## src/rtl/cla_seq_pkg.sv

```systemverilog
// Shared types and constants for the multi-precision CLA add/subtract sequencer.
package cla_seq_pkg;

  localparam int SLICE_W = 16;

  typedef enum logic [1:0] {
    IDLE = 2'd0,
    RUN  = 2'd1,
    DONE = 2'd2
  } state_t;

  // Word-index width; at least one bit even for degenerate word counts.
  function automatic int idx_w(input int words);
    return (words > 1) ? $clog2(words) : 1;
  endfunction

endpackage

```

## src/rtl/cla_16bits.sv

```systemverilog
// 16-bit carry-lookahead adder slice: four 4-bit groups with a second lookahead
// level across groups. cout is the carry out of bit 15.
module cla_16bits
  import cla_seq_pkg::*;
(
  input  logic [SLICE_W-1:0] a,
  input  logic [SLICE_W-1:0] b,
  input  logic               cin,
  output logic [SLICE_W-1:0] sum,
  output logic               cout
);

  logic [SLICE_W-1:0] g;
  logic [SLICE_W-1:0] p;
  logic [3:0]         gg;
  logic [3:0]         gp;
  logic [4:0]         gc;
  logic [SLICE_W:0]   c;

  assign g = a & b;
  assign p = a ^ b;

  always_comb begin
    for (int k = 0; k < 4; k++) begin
      gg[k] = g[4*k+3]
            | (p[4*k+3] & g[4*k+2])
            | (p[4*k+3] & p[4*k+2] & g[4*k+1])
            | (p[4*k+3] & p[4*k+2] & p[4*k+1] & g[4*k]);
      gp[k] = &p[4*k +: 4];
    end
  end

  // Group carries come straight from the group terms rather than rippling.
  assign gc[0] = cin;
  assign gc[1] = gg[0] | (gp[0] & cin);
  assign gc[2] = gg[1] | (gp[1] & gg[0]) | (gp[1] & gp[0] & cin);
  assign gc[3] = gg[2] | (gp[2] & gg[1]) | (gp[2] & gp[1] & gg[0])
               | (gp[2] & gp[1] & gp[0] & cin);
  assign gc[4] = gg[3] | (gp[3] & gg[2]) | (gp[3] & gp[2] & gg[1])
               | (gp[3] & gp[2] & gp[1] & gg[0])
               | (gp[3] & gp[2] & gp[1] & gp[0] & cin);

  // NOTE: every bit of c is assigned on every pass, so no latch is inferred.
  always_comb begin
    c = '0;
    for (int k = 0; k < 4; k++) begin
      c[4*k]   = gc[k];
      c[4*k+1] = g[4*k] | (p[4*k] & gc[k]);
      c[4*k+2] = g[4*k+1] | (p[4*k+1] & g[4*k]) | (p[4*k+1] & p[4*k] & gc[k]);
      c[4*k+3] = g[4*k+2] | (p[4*k+2] & g[4*k+1]) | (p[4*k+2] & p[4*k+1] & g[4*k])
               | (p[4*k+2] & p[4*k+1] & p[4*k] & gc[k]);
    end
    c[SLICE_W] = gc[4];
  end

  assign sum  = p ^ c[SLICE_W-1:0];
  assign cout = c[SLICE_W];

endmodule

```

## src/rtl/cla_seq_adder.sv

```systemverilog
// Multi-precision add/subtract sequencer: one shared 16-bit CLA slice, one word
// per cycle, LSW first. Define CLA_SEQ_OVF_EN to compute signed overflow.
module cla_seq_adder
  import cla_seq_pkg::*;
#(
  parameter int WIDTH = SLICE_W,
  parameter int WORDS = 4
) (
  input  logic                   clk,
  input  logic                   rst_n,
  input  logic                   in_valid,
  output logic                   in_ready,
  input  logic [WORDS*WIDTH-1:0] op_a,
  input  logic [WORDS*WIDTH-1:0] op_b,
  input  logic                   sub,
  input  logic                   cin,
  output logic                   out_valid,
  input  logic                   out_ready,
  output logic [WORDS*WIDTH-1:0] result,
  output logic                   cout,
  output logic                   ovf
);

  localparam int IW = idx_w(WORDS);
  localparam logic [IW-1:0] LAST = IW'(WORDS - 1);

  state_t          state;
  logic [IW-1:0]   idx;
  logic            c;
  logic            sub_q;
  logic [WIDTH-1:0] a_word [WORDS];
  logic [WIDTH-1:0] b_word [WORDS];
  logic [WIDTH-1:0] r_word [WORDS];

  logic [WIDTH-1:0] slice_a;
  logic [WIDTH-1:0] slice_b;
  logic [WIDTH-1:0] slice_s;
  logic             slice_co;
  logic             accept;

  assign in_ready  = (state == IDLE);
  assign out_valid = (state == DONE);
  assign accept    = in_valid && in_ready;

  // Subtraction is A + ~B with the carry register preloaded to ~borrow-in.
  assign slice_a = a_word[idx];
  assign slice_b = b_word[idx] ^ {WIDTH{sub_q}};

  cla_16bits u_slice (
    .a    (slice_a),
    .b    (slice_b),
    .cin  (c),
    .sum  (slice_s),
    .cout (slice_co)
  );

  // NOTE: operand storage carries no reset; it is only read after an accept
  // has loaded it. The result array does reset, because result is visible.
  always_ff @(posedge clk) begin
    if (accept) begin
      for (int i = 0; i < WORDS; i++) begin
        a_word[i] <= op_a[i*WIDTH +: WIDTH];
        b_word[i] <= op_b[i*WIDTH +: WIDTH];
      end
    end
  end

  always_ff @(posedge clk or negedge rst_n) begin
    if (!rst_n) begin
      state <= IDLE;
      idx   <= '0;
      c     <= 1'b0;
      sub_q <= 1'b0;
      cout  <= 1'b0;
      for (int i = 0; i < WORDS; i++) r_word[i] <= '0;
`ifdef CLA_SEQ_OVF_EN
      ovf   <= 1'b0;
`endif
    end else begin
      case (state)
        IDLE: begin
          if (in_valid) begin
            sub_q <= sub;
            c     <= cin ^ sub;
            idx   <= '0;
            state <= RUN;
          end
        end
        RUN: begin
          r_word[idx] <= slice_s;
          c           <= slice_co;
          if (idx == LAST) begin
            cout  <= slice_co;
`ifdef CLA_SEQ_OVF_EN
            ovf   <= (slice_s[WIDTH-1] ^ slice_a[WIDTH-1] ^ slice_b[WIDTH-1]) ^ slice_co;
`endif
            state <= DONE;
          end else begin
            idx <= idx + 1'b1;
          end
        end
        DONE: begin
          if (out_ready) state <= IDLE;
        end
        default: state <= IDLE;
      endcase
    end
  end

`ifndef CLA_SEQ_OVF_EN
  assign ovf = 1'b0;
`endif

  always_comb begin
    for (int i = 0; i < WORDS; i++) result[i*WIDTH +: WIDTH] = r_word[i];
  end

endmodule

```

## config.mk

```make
export PLATFORM = sky130hd
export DESIGN_NAME = cla_seq_adder
export DESIGN_NICKNAME = d
export VERILOG_FILES = /design/src/rtl/cla_seq_pkg.sv /design/src/rtl/cla_16bits.sv /design/src/rtl/cla_seq_adder.sv
export SDC_FILE = /design/constraint.sdc
export NUM_CORES = 1
export LEC_CHECK = 0
export ABC_AREA = 1
export BUFFER_PORTS_ARGS = -buffer_cell sky130_fd_sc_hd__buf_2
export CORE_ASPECT_RATIO = 0.75
export CORE_UTILIZATION = 49
export CTS_CLUSTER_SIZE = 10
export DETAILED_ROUTE_END_ITERATION = 10
export PLACE_DENSITY = 0.77
export RECOVER_POWER = 25
export SLEW_MARGIN = 10
export SYNTH_ARGS = -nofsm -noshare
export SYNTH_HDL_FRONTEND = slang
export SYNTH_HIERARCHICAL = 1
export SYNTH_SLANG_ARGS = --single-unit
```

## constraint.sdc

```tcl
create_clock -name clk -period 3.4 [get_ports clk]
set_input_delay 0.51 -clock clk [delete_from_list [all_inputs] [get_ports clk]]
set_output_delay 0.51 -clock clk [all_outputs]
set_load 0.1 [all_outputs]
```

==> Implementation_results.wiki <==
{| class="wikitable"
! Metric !! Value
|-
| Outcome || complete, no violations
|-
| Final instance area || around 10000 sq um
|-
| M2 GR Usage || 36.58%
|-
| Number of nets produced by synthesis || 937
|-
| Count of H-tree levels built during CTS || 4
|-
| Clock tree root buffer cell || clkbuf_16
|-
| Number of primary I/O pins || 202
|-
| Area of the mapped netlist || approximately 8700 sq um
|-
| Largest net degree at the start of global routing || 129
|-
| Fin. Hold Viols || 0
|-
| Placed cell areas || 9834 sq um
|-
| Cell taking the most area after synthesis || edfxtp_1
|-
| Startpoint type of the worst setup path || register
|-
| Port Buffer Count || 200
|-
| Number of hold buffers added after CTS || 1
|-
| First-pass GRT wire length || 31500 um
|-
| Post-synth EDFFs || 128
|-
| Slew at the pin closest to its max-slew limit || 0.7086 ns
|-
| First-pass detailed-route iteration total || 5
|-
| Required time at the endpoint of the critical path || around 3.7 ns
|-
| Residual DRC count || 0
|-
| Highest achievable clock rate || 322.8 MHz
|-
| Global route total overflow || 0
|-
| Clk pin slew, worst setup/hold paths || about 0.070 ns
|-
| Final period demand of the worst path || 3.098 ns
|-
| Share of the clock period used by the worst path after layout || 91.11%
|-
| Count of yosys warnings during synthesis || 6
|-
| Path class of the lowest-slack min-delay path || in2reg
|-
| Layer with the highest usage after global routing || met2
|-
| Detailed-route wire length per cell || 16.33 um
|-
| Final TNS setup || 0 ns
|-
| Critical path's slowest cell || dfrtp_2
|-
| Pre-CTS setup slack || approximately 0.33 ns
|-
| Max-Slew Margin vs Limit || a little over half
|-
| Die boundary width || 156.0 um
|-
| Fraction of the yosys area taken by sequential cells || roughly 65%
|-
| Antenna violations before repair || 0
|-
| Met1 GRT Util || 31.09%
|-
| Insertion delay of the later-clocked pin in the worst-skew pair || 0.43 ns
|-
| Vias per inst || 5.122
|-
| Ordered cell list for the critical path || inv_4 > buf_4 > o21ai_0 > o22ai_1 > ha_1 > nand2_1 > nand2_1 > nand3b_2 > nand2_4 > nand2_1 > nand2_2 > fa_1 > xor2_1 > inv_1 > o21ai_1
|-
| Area growth from synthesis to final layout || 19.88%
|-
| Top cell type's share of synthesized area || roughly 44%
|-
| Global-route total usage across every layer || 22.69%
|-
| Cell with the most instances after synthesis || nand2_1
|-
| Starting density of the core || 50.99%
|-
| Predominant post-synthesis flop cell || edfxtp_1
|-
| Die H || 117.5 um
|-
| Proportion of register bits with asynchronous set or reset after synthesis || a little over a third
|-
| Count of standard-cell rows || 41
|-
| Synthesized instance count || 779
|-
| Final HPWL from detailed placement || 13710 um
|-
| Count of instances resized after the clock tree is built || 0
|-
| CTS sink count || just under 200
|-
| RSZ-0062 raised after global routing || no
|-
| Overall die area || 18320 sq um
|-
| Critical Path AT || approximately 3.4 ns
|-
| DRC marker count from the first detailed-route iteration || about 490
|-
| Antenna diode instance count || 0
|-
| Maximum net fanout on the critical path || 58
|-
| Area of the core || approximately 17000 sq um
|-
| Number of placed cells counting well taps || 1189
|-
| Total CTS buffers || 17
|-
| Vias after detailed routing || 6259
|-
| Sum of routed wire length over all layers || 19950 um
|-
| Critical setup path kind || reg2reg
|-
| Share of cells above drive strength 1 || 29.82%
|-
| Final Net Count || 1131
|-
| CTS tree || built
|-
| Worst setup skew after layout || around 0.014 ns
|-
| # Post-CTS Setup Buffers || 0
|-
| Cell types occupying the most area after synthesis || edfxtp_1, dfrtp_1, nand2_1
|-
| Fraction of met3 tracks used by global routing || about 5.5%
|-
| Setup-violating endpoint count in the final report || 0
|-
| Via count of the first global-routing pass || 6056
|-
| Remaining antenna violation count || 0
|-
| Non-filler cells in the finished layout || between 1000 and 1500
|-
| Maximum clock path buffer count || 2
|-
| Number of max-slew violations in the final report || 0
|-
| Post-Synthesis Mean Instance Area || 11.18 sq um
|-
| Number of flip-flops and latches in the synthesized netlist || 199
|-
| Worst path most repeated cell || nand2_1
|-
| Endpoint class of the critical path || register
|-
| Largest stage delay on the critical path || 0.44 ns
|-
| Post-synth cell types || 39
|-
| Commonest cells in the netlist || nand2_1, edfxtp_1, dfrtp_1
|-
| Count of max-cap constraint violations || 0
|-
| Worst-case setup margin in the final layout || between 0.3 and 0.4 ns
|-
| Last weighted congestion value of the routability-driven placer || 0.8043
|}
## critical path: cells and delay by family, from the launching register on
kind | cells | cell delay, ns
xor gates and xnor gates | 1 | 0.15
and+or+nand+nor | 6 | 0.49
DFF | 1 | 0.44
AOI/OAI and AO/OA | 3 | 0.45
adders and majority gates | 2 | 0.65
buffers and inverters | 3 | 0.80
## cells by family after synthesis
| logic type | after synthesis | share of synthesized area, % |
|---|---|---|
| compound gates | 129 | 9.222 |
| xor+xnor | 7 | 0.7038 |
| fa+ha+maj | 24 | 3.792 |
| buf+inv | 82 | 5.372 |
| flops | 199 | 64.52 |
| other cells | 1 | 0.04305 |
| simple gates | 337 | 16.35 |
## per-layer routing
metal	share of wire (%)	routed length, um
met3	7.3	1454
met1	44	8846
met4	0.96	192
met2	47	9459
met5	0	0
## cell type report
class | count | area, sq um
fill | 1381 | 6640
tap | 236 | 295.3
multi-input combinational | 498 | 2630
clock buffer | 19 | 432.9
clock inverter | 13 | 166.4
timing repair buffer | 211 | 1110
sequential | 199 | 5622
inverter | 46 | 186.4
## sequential cells by signal, summed over array words and instances, names as in the netlist
register  count
b_word       64
cout          1
a_word       64
result       64
state         2
idx           2
c             1
sub_q         1
## metrics by stage
stage	hold WS, ns	util (%)
2_1_floorplan	0.2144	-
3_3_place_gp	0.4240	57.57
3_5_place_dp	0.4181	57.57
4_1_cts	0.2338	61.14
5_1_grt	0.2259	61.13
6_report	0.2460	61.13
## layout by cell type (no fill, tap or decap), types with 4 or more instances in the layout
cell,Yosys,layout
o21ai_1,46,46
nand2_2,7,7
ha_1,20,20
xor2_1,5,5
o21ai_0,23,23
fa_1,4,4
nand3_1,57,57
edfxtp_1,128,128
a21oi_1,6,6
inv_1,41,40
buf_2,12,199
inv_6,0,4
nand2_4,6,6
o21ai_2,31,31
o22ai_1,16,16
nand2_1,222,222
dfrtp_1,71,70
clkbuf_16,0,17
buf_4,4,8
nor2_1,37,36
## worst paths after layout
path / endpoint / slack (ns) / start / cells past startpoint
hold / removal: b_word[2][13] / 0.25 / op_b[45] / 1
setup / recovery: result[45] / 0.30 / idx[0] / 15
hold reg to reg: result[12] / 0.48 / result[12] / 2
setup reg to reg: result[45] / 0.30 / idx[0] / 15
max in group asynchronous: result[43] / 2.07 / rst_n / 3
min in group asynchronous: result[52] / 0.50 / rst_n / 2
Power is left out: the tool's default activity adds up to more than one toggle a clock period on the data nets, which glitch-free logic cannot reach.
